File: src/rtl/sd_emmc_cmd_phy.sv
// sd_emmc_cmd_phy
// Per-card CMD-line serializer/deserializer for one eMMC device.
// Sends a 48-bit command frame {cmd, crc7, end bit} MSB first, then
// optionally captures a 48-bit (R1/R1b/R3) or 136-bit (R2) response. It
// reports the response, the CRC and index checks and a one-cycle finish pulse.
//
// Ports:
//   sd_clk        card clock, all logic on the rising edge
//   rst           asynchronous, active-high reset
//   start_i       1-cycle strobe: send cmd_i (honoured only when idle)
//   go_idle_i     abort the current transaction, no finish pulse
//   setting_i     {long_response, expect_response}, latched at start
//   cmd_i         {2'b01, index[5:0], argument[31:0]}
//   cmd_dat_i     CMD line input, sampled on the rising edge
//   cmd_out_o     CMD line output value (1 when not driving)
//   cmd_oe_o      CMD output enable, 1 while the command frame is driven
//   response_o    captured response, left-justified (120 bits)
//   crc_ok_o      response CRC7 and end bit were good
//   index_ok_o    response index matched the command index
//   finish_o      1-cycle pulse when the transaction completes
//   inhibit_cmd_o high while a transaction is in progress
module sd_emmc_cmd_phy #(
    parameter int NCR_MAX    = 64,
    parameter int NCC_CYCLES = 8
) (
    input  logic         sd_clk,
    input  logic         rst,
    input  logic         start_i,
    input  logic         go_idle_i,
    input  logic [1:0]   setting_i,
    input  logic [39:0]  cmd_i,
    input  logic         cmd_dat_i,
    output logic         cmd_out_o,
    output logic         cmd_oe_o,
    output logic [119:0] response_o,
    output logic         crc_ok_o,
    output logic         index_ok_o,
    output logic         finish_o,
    output logic         inhibit_cmd_o
);

    localparam int CNT_MAX_A = (NCR_MAX > 136) ? NCR_MAX : 136;
    localparam int CNT_MAX   = (NCC_CYCLES > CNT_MAX_A) ? NCC_CYCLES : CNT_MAX_A;
    localparam int CNT_W     = $clog2(CNT_MAX + 1);

    typedef enum logic [2:0] {
        IDLE,
        WRITE,
        WAIT_RSP,
        READ,
        NCC,
        FINISH
    } state_t;

    state_t             state;
    state_t             state_next;
    logic [47:0]        tx_sr;
    logic [127:0]       rx_sr;
    logic [CNT_W-1:0]   cnt;
    logic [CNT_W-1:0]   rsp_len;
    logic [6:0]         crc_rx;
    logic               crc_window;
    logic               long_rsp;
    logic               expect_rsp;
    logic [5:0]         cmd_index;

    function automatic logic [6:0] crc7_step(input logic [6:0] crc, input logic b);
        logic fb;
        fb = crc[6] ^ b;
        return {crc[5:0], 1'b0} ^ (fb ? 7'h09 : 7'h00);
    endfunction

    function automatic logic [6:0] crc7_bits(input logic [39:0] data);
        logic [6:0] c;
        c = '0;
        for (int i = 39; i >= 0; i--) begin
            c = crc7_step(c, data[i]);
        end
        return c;
    endfunction

    // In READ, cnt is the number of response bits already received, so the
    // bit arriving now is number cnt+1 counted from the start bit. Short
    // responses protect bits 47:8 (the leading start bit leaves a zero CRC
    // unchanged); R2 protects only bits 127:8, skipping the first 8 bits.
    assign rsp_len    = long_rsp ? CNT_W'(136) : CNT_W'(48);
    assign crc_window = long_rsp ? ((cnt >= CNT_W'(8)) && (cnt <= CNT_W'(127)))
                                 : (cnt <= CNT_W'(39));

    // Outputs decode straight from the state register, so an asynchronous
    // reset releases the CMD line immediately.
    assign cmd_oe_o      = (state == WRITE);
    assign cmd_out_o     = (state == WRITE) ? tx_sr[47] : 1'b1;
    assign finish_o      = (state == FINISH);
    assign inhibit_cmd_o = (state != IDLE);

    always_ff @(posedge sd_clk or posedge rst) begin
        if (rst) begin
            state <= IDLE;
        end else begin
            state <= state_next;
        end
    end

    always_comb begin
        state_next = state;
        case (state)
            IDLE:     if (start_i) state_next = WRITE;
            WRITE:    if (cnt == CNT_W'(47)) state_next = expect_rsp ? WAIT_RSP : NCC;
            NCC:      if (cnt == CNT_W'(NCC_CYCLES - 1)) state_next = FINISH;
            WAIT_RSP: begin
                if (!cmd_dat_i) begin
                    state_next = READ;
                end else if (cnt == CNT_W'(NCR_MAX - 1)) begin
                    state_next = FINISH;
                end
            end
            READ:     if (cnt == rsp_len) state_next = FINISH;
            FINISH:   state_next = IDLE;
            default:  state_next = IDLE;
        endcase
        if (go_idle_i) begin
            state_next = IDLE;
        end
    end

    // Datapath. An abort freezes everything so the held response survives.
    always_ff @(posedge sd_clk or posedge rst) begin
        if (rst) begin
            tx_sr      <= '0;
            rx_sr      <= '0;
            cnt        <= '0;
            crc_rx     <= '0;
            long_rsp   <= 1'b0;
            expect_rsp <= 1'b0;
            cmd_index  <= '0;
            response_o <= '0;
            crc_ok_o   <= 1'b0;
            index_ok_o <= 1'b0;
        end else if (!go_idle_i) begin
            case (state)
                IDLE: begin
                    if (start_i) begin
                        tx_sr      <= {cmd_i, crc7_bits(cmd_i), 1'b1};
                        cnt        <= '0;
                        long_rsp   <= setting_i[1];
                        expect_rsp <= setting_i[0];
                        cmd_index  <= cmd_i[37:32];
                        crc_ok_o   <= 1'b0;
                        index_ok_o <= 1'b0;
                    end
                end
                WRITE: begin
                    tx_sr <= {tx_sr[46:0], 1'b1};
                    if (cnt == CNT_W'(47)) begin
                        cnt <= '0;
                    end else begin
                        cnt <= cnt + 1'b1;
                    end
                end
                NCC: begin
                    cnt <= cnt + 1'b1;
                    if (cnt == CNT_W'(NCC_CYCLES - 1)) begin
                        crc_ok_o   <= 1'b1;
                        index_ok_o <= 1'b1;
                    end
                end
                WAIT_RSP: begin
                    if (!cmd_dat_i) begin
                        cnt    <= CNT_W'(1);
                        rx_sr  <= '0;
                        crc_rx <= '0;
                    end else if (cnt == CNT_W'(NCR_MAX - 1)) begin
                        response_o <= '0;
                        crc_ok_o   <= 1'b0;
                        index_ok_o <= 1'b0;
                    end else begin
                        cnt <= cnt + 1'b1;
                    end
                end
                READ: begin
                    if (cnt != rsp_len) begin
                        rx_sr <= {rx_sr[126:0], cmd_dat_i};
                        cnt   <= cnt + 1'b1;
                        if (crc_window) begin
                            crc_rx <= crc7_step(crc_rx, cmd_dat_i);
                        end
                    end else if (long_rsp) begin
                        response_o <= rx_sr[127:8];
                        crc_ok_o   <= (crc_rx == rx_sr[7:1]) && rx_sr[0];
                        index_ok_o <= 1'b1;
                    end else begin
                        response_o <= {rx_sr[39:8], 88'b0};
                        crc_ok_o   <= (crc_rx == rx_sr[7:1]) && rx_sr[0];
                        index_ok_o <= (rx_sr[45:40] == cmd_index);
                    end
                end
                default: ;
            endcase
        end
    end

endmodule

File: config.mk
export PLATFORM = sky130hd
export DESIGN_NAME = sd_emmc_cmd_phy
export DESIGN_NICKNAME = d
export VERILOG_FILES = /design/src/rtl/sd_emmc_cmd_phy.sv
export SDC_FILE = /design/constraint.sdc
export NUM_CORES = 1
export LEC_CHECK = 0
export BUFFER_PORTS_ARGS = -buffer_cell sky130_fd_sc_hd__buf_2
export CORE_ASPECT_RATIO = 1.5
export CORE_MARGIN = 2
export CORE_UTILIZATION = 58
export CTS_CLUSTER_DIAMETER = 60
export DETAILED_ROUTE_END_ITERATION = 8
export GPL_TIMING_DRIVEN = 0
export PLACE_DENSITY = 0.92
export SYNTH_ARGS = -nofsm -noshare
export SYNTH_HDL_FRONTEND = slang
export SYNTH_SLANG_ARGS = --single-unit
File: constraint.sdc
create_clock -name sd_clk -period 12.8 [get_ports sd_clk]
set_input_delay 2.56 -clock sd_clk [delete_from_list [all_inputs] [get_ports sd_clk]]
set_output_delay 2.56 -clock sd_clk [all_outputs]
set_load 0.1 [all_outputs]
# Yosys cells after proc, flatten, opt, wreduce, memory -nomap -nowiden
# Index checks and enable logic that the tools add are counted.
[classes]
addsub = 1
mul = 0
n_div = 0
n_lt_le_gt_ge = 3
n_eq_ne = 26
shifts = 0
n_mux = 82
bitwise_logic = 81
n_reduce_logical = 16
[op_table]
columns = ["operator", "n"]
rows = [
  ["$mux W120", 4],
  ["$xor A7 B4 Y7", 38],
  ["$mux W128", 2],
  ["$pmux W128 S2", 1],
  ["$pmux W120 S2", 1],
  ["$mux W4", 41],
  ["$pmux W48 S2", 1],
  ["$mux W48", 1],
  ["$mux W8", 6],
  ["$pmux W8 S5", 1],
  ["$xor A1 B1 Y1", 37],
  ["$mux W3", 8],
  ["$mux W7", 3],
  ["$reduce_and A5 Y1", 4],
  ["$eq A8 B6 Y1 const B", 2],
  ["$ne A2 B2 Y1 const B", 8],
  ["$pmux W3 S5", 1],
  ["$pmux W7 S2", 1],
  ["$ne A3 B3 Y1 const B", 4],
  ["$mux W1", 9],
  ["$add A8 B1 Y8 const B", 1],
  ["$eq A8 B3 Y1 const B", 1],
  ["$eq A8 B8 Y1", 1],
  ["$ge A8 B4 Y1 const B", 1],
  ["other kinds (24)", 32],
]
[totals]
register_bits = 324
latch_bits = 0
ram_bits = 0
mem_bits_ro = 0
input_bits = 47
word_cells = 220
n_memories = 0

# Depth between registers and ports, before layout
[logic_depth]
word_depth = 115
mapped_depth = 11
mapped_depth_nobuf = 8

# Least setup slack after synthesis
# Ideal clock, no wire load.
[synth_path]
path_kind = "in2reg"
from = "input port cmd_i[32]"
to = "register tx_sr[1]"
setup_time_ns = 0.080
arrival_ns = 4.738
t_required_ns = 12.720
path_slack_ns = 7.982
cell_stages = 7
path_cell_list = "xor3_1 xnor3_1 xnor3_1 xnor2_1 xor3_2 mux2_4 nor3_2"
[synth_between]
elab_chain_len = 53
elab_cells_between_ends = 65
[synth_lines]
columns = ["element", "line", "source"]
rows = [
  ["from (decl)", "31", "input logic [39:0] cmd_i,"],
  ["$xor A1 B1 Y1 *", "69", "fb = crc[6] ^ b;"],
  ["$mux W4 *", "70", "return {crc[5:0], 1'b0} ^ (fb ? 7'h09 : 7'h00);"],
  ["$xor A7 B4 Y7 * (4 in series)", "70", ""],
  ["$xor A1 B1 Y1", "69", ""],
  ["$mux W4", "70", ""],
  ["$xor A7 B4 Y7 * (4 in series)", "70", ""],
  ["$xor A1 B1 Y1", "69", ""],
  ["$mux W4", "70", ""],
  ["[28 not listed]", "n/a", ""],
  ["$xor A1 B1 Y1", "69", ""],
  ["$mux W4", "70", ""],
  ["$xor A7 B4 Y7 * (4 in series)", "70", ""],
  ["$xor A1 B1 Y1 *", "69", ""],
  ["$mux W4 *", "70", ""],
  ["$xor A7 B4 Y7 *", "70", ""],
  ["$mux W48 *", "143", "if (start_i) begin"],
  ["$pmux W48 S2 *", "141", "case (state)"],
  ["to (signal assigned)", "144", "tx_sr <= {cmd_i, crc7_bits(cmd_i), 1'b1};"],
  ["to (signal assigned)", "154", "tx_sr <= {tx_sr[46:0], 1'b1};"],
  ["to (decl)", "57", "logic [47:0] tx_sr;"],
]
# Mark *: on every way between the ends. The rest lies on a longest branch, timed or not. The select of a mux whose other input is x is not followed.
# A chain may end at the register's enable or synchronous reset.

# Worst setup path after layout
[layout_path]
from = "register state[1]"
to = "output port cmd_oe_o"
[layout_between]
elab_chain_len = 1
[layout_lines]
columns = ["element", "line", "source"]
rows = [
  ["from (decl)", "55", "state_t state;"],
  ["from (signal assigned)", "101", "state <= state_next;"],
  ["$eq A3 B1 Y1", "92", "assign cmd_oe_o = (state == WRITE);"],
  ["to (decl)", "34", "output logic cmd_oe_o,"],
]
# Every way passes these cells.

==> impl_table.tex <==
\begin{tabular}{lr}
\hline
Metric & Value \\
\hline
\multicolumn{2}{l}{\textbf{Run status}} \\
Run status & complete, no violations \\
\multicolumn{2}{l}{\textbf{Timing}} \\
Hold violation count in the final report & 0 \\
Worst relative slew slack & 33.4\% \\
Post-layout minimum cycle time & 5210 ps \\
Fmax & 0.192 GHz \\
Final count of negative-setup-slack endpoints & 0 \\
Slew of the pin with the lowest slew margin & 996 ps \\
Crit share post-route & 40.7\% \\
Setup Skew & 7.65 ps \\
Post-route setup TNS & 0 ps \\
Final worst hold slack & 472 ps \\
Setup repair after global routing missed its margin & false \\
Final Max Tran Viols & 0 \\
\multicolumn{2}{l}{\textbf{Global routing}} \\
Number of global-route vias before repair & 11.4k \\
Pin count of the biggest net entering global routing & 142 \\
Wire length of the first global-routing pass & 57.3 mm \\
Antenna violations before repair & 2 \\
GRT Util Overall & 28.0\% \\
Residual overflow from global routing & 0 \\
\multicolumn{2}{l}{\textbf{Drt}} \\
Detailed-route via count & 11.2k \\
First DRT Iteration DRCs & 1116 \\
Number of iterations in the first detailed-routing pass & 5 \\
Wire length after detailed routing & 35.2 mm \\
Per-cell via count in the routed design & 5.98 \\
Wire length per cell after detailed routing & 18.8 µm \\
Number of nets with antenna violations after detailed routing & 0 \\
Remaining design rule violation count & 0 \\
\multicolumn{2}{l}{\textbf{Floorplan}} \\
Placement row count & 69 \\
Die outline area & 25500 µm² \\
Die Y & 195 µm \\
Horizontal die dimension & 131 µm \\
Core outline area & 23700 µm² \\
I/O pins & 173 \\
Initial core utilization & 59.1\% \\
\multicolumn{2}{l}{\textbf{Power and ir drop}} \\
Maximum resistive drop on vdd & 0.170 mV \\
Total power of the final layout & 0.00310 W \\
LEAKAGE & 7.69 nW \\
Total power divided by cell area & 189 nW/µm² \\
\multicolumn{2}{l}{\textbf{Critical path}} \\
Crit path capture type & output port \\
Critical Path RT & 10240 ps \\
Worst Path Arrival & 2650 ps \\
Startpoint kind of the worst setup timing path & flop \\
Slowest cell on the critical path & buf\_2 \\
Crit Path Class & reg2out \\
CP Cell Sequence & clkbuf\_1, nor2b\_1, nand2\_1, clkinv\_1, clkbuf\_1, buf\_2 \\
Reg-to-reg slack, setup & 9130 ps \\
Delay contributed by the slowest stage of the critical path & 510 ps \\
Most frequent CP cell & clkbuf\_1 \\
Maximum fanout count along the critical path & 10 \\
\multicolumn{2}{l}{\textbf{Synth}} \\
Netlist cell types & 54 \\
Gate Count Post-Synth & 1329 \\
Average size of a mapped cell & 10.6 µm² \\
Area of the mapped netlist & 14000 µm² \\
Yosys warnings & 0 \\
Top cell type by total area after synthesis & dfrtp\_1 \\
EDFF count, synth & 0 \\
Flops \& latches, synth & 324 \\
Dominant synthesized flop cell & dfrtp\_1 \\
Cells taking the most area after synthesis & dfrtp\_1 58\%, nand2\_1 8.3\%, a22o\_1 7.9\%, o21ai\_0 3.7\%, xnor2\_1 2.7\% \\
Post-synthesis sequential area ratio & 57.8\% \\
Area share of the leading cell type in the synthesized netlist & 57.8\% \\
Total nets after synthesis & 1378 \\
Fraction of registers with async set or reset after synthesis & 100\% \\
\multicolumn{2}{l}{\textbf{Min path}} \\
Class of the tightest hold or removal check & reg2reg \\
\multicolumn{2}{l}{\textbf{Placement}} \\
Post-Place Cell Area & 15400 µm² \\
Number of port buffers & 172 \\
Hpwl dp & 24.4 mm \\
Routability-driven placement congestion ratio & 0.890 \\
\multicolumn{2}{l}{\textbf{Finish}} \\
Fraction of final layout cells with drive strength greater than 1 & 15.6\% \\
Post-route cell area & 16400 µm² \\
Number of antenna cells inserted & 0 \\
Number of nets in the layout & 1583 \\
Layout overhead on the synthesized area & 16.8\% \\
\multicolumn{2}{l}{\textbf{Flow run}} \\
Max\_cap viols & 0 \\
\multicolumn{2}{l}{\textbf{Clock tree}} \\
Num CTS Buffers & 29 \\
H-tree level count & 1 \\
Cell at the root of the clock tree & clkbuf\_16 \\
Clock transition at the register clock pins on the worst setup and hold paths after CTS & 70 ps \\
Number of buffers on the longest clock path & 3 \\
CTS tree & yes \\
Number of post-CTS setup repair buffers & 0 \\
Insertion delay to the later sink of the worst-skew pair & 540 ps \\
Post-CTS resize count & 0 \\
Clock sinks & 324 \\
Number of hold-repair buffers added at the cts stage & 0 \\
\hline
\end{tabular}
[path summary, 6_finish.rpt]
| path | startpoint | end | cells after the start |
|---|---|---|---|
| max | state[1] | cmd_oe_o | 6 |
| min | response_o[4] | response_o[4] | 2 |
| max reg2reg | cnt[4] | response_o[49] | 11 |
| min reg2reg | response_o[4] | response_o[4] | 2 |
| max in group asynchronous | rst | response_o[81] | 3 |
| min in group asynchronous | rst | response_o[47] | 2 |
[state kept, by name, indices dropped and copies added (netlist names), 3 cells and up]
signal      cells
rx_sr         128
response_o    120
tx_sr          48
cnt             8
crc_rx          7
cmd_index       6
state           3
[power breakdown]
part           switching [W]  leakage (nW)  internal [W]
sequential         0.0000823          4.07       0.00115
combinational       0.000618          3.11      0.000316
clock               0.000381         0.510      0.000556
total                0.00108          7.69       0.00202
[cell usage in the layout (no fill, tap or decap), types with 4 or more instances in the layout]
| cell | count |
|---|---|
| buf_2 | 173 |
| nand2_1 | 312 |
| nand3_1 | 6 |
| xnor2_1 | 43 |
| bufinv_16 | 5 |
| dfrtp_1 | 324 |
| nor2_1 | 64 |
| xor3_1 | 5 |
| a21oi_1 | 18 |
| a22o_1 | 127 |
| nor2b_1 | 6 |
| clkinv_2 | 4 |
| clkbuf_8 | 6 |
| xnor3_1 | 7 |
| nor3_1 | 6 |
| a31oi_1 | 41 |
| o21ai_0 | 105 |
| clkbuf_1 | 104 |
| o31ai_1 | 34 |
| inv_1 | 11 |
| mux2i_1 | 37 |
| mux2_2 | 10 |
| xor2_1 | 17 |
| clkbuf_16 | 29 |
[worst max-delay path: cells and delay by family, from the launching register on]
kind	cells	cell delay, ps
and+or+nand+nor	2	430
DFF	1	380
buffers and inverters	4	1310
[metal layers]
layer | wire (µm) | vias up | global-route usage, %
met2 | 18700 | 484 | 49.8
met3 | 2200 | 120 | 3.88
met5 | 22 | - | 0
li1 | - | 5038 | -
met1 | 12700 | 5575 | 33.2
met4 | 1560 | 4 | 12.2
[layout make-up]
class	count	area, µm²
clock inverters	12	199
clock buffers	42	835
repair buffers	174	916
plain buffers	100	377
well taps	319	399
inverters	13	56.3
flip-flops and latches	324	8110
multi-input cells	892	5500
fillers	1620	7350
[stage by stage]
stage	setup WS, ps	utilization, %	cells
floorplan	1270	-	1329
global placement	-1390	64.4	1820
detailed placement	7580	64.7	1822
CTS	7600	69.0	1876
global route	7430	69.0	1876
finish	7590	69.0	1876
[cells by family after synthesis]
| kind of cell | after synthesis | synth area share (%) |
|---|---|---|
| multiplexers | 48 | 3.55 |
| adder cells (fa/ha/maj) | 2 | 0.178 |
| flip-flops | 324 | 57.8 |
| AO/OA/AOI/OAI | 346 | 17.1 |
| XOR/XNOR | 76 | 6.29 |
| AND/OR/NAND/NOR | 420 | 12.1 |
| buffers and inverters | 113 | 3.03 |
[Yosys cell counts, drive strengths merged, types with 3 or more instances]
| cell | count |
|---|---|
| mux2 | 11 |
| nor2 | 64 |
| xor2 | 17 |
| xnor3 | 8 |
| dfrtp | 324 |
| nor3 | 7 |
| or2 | 3 |
| xnor2 | 45 |
| nor2b | 6 |
| nor4 | 3 |
| mux2i | 37 |
| o21ai | 106 |
| a31oi | 41 |
| nand3 | 6 |
| a21o | 3 |
| buf | 3 |
| o31ai | 34 |
| nand4 | 3 |
| clkbuf | 97 |
| inv | 12 |
| xor3 | 6 |
| o22ai | 3 |
| a22o | 127 |
| a21oi | 18 |
| a211o | 3 |
| nand2 | 312 |
Power figures use the tool's default switching activity.
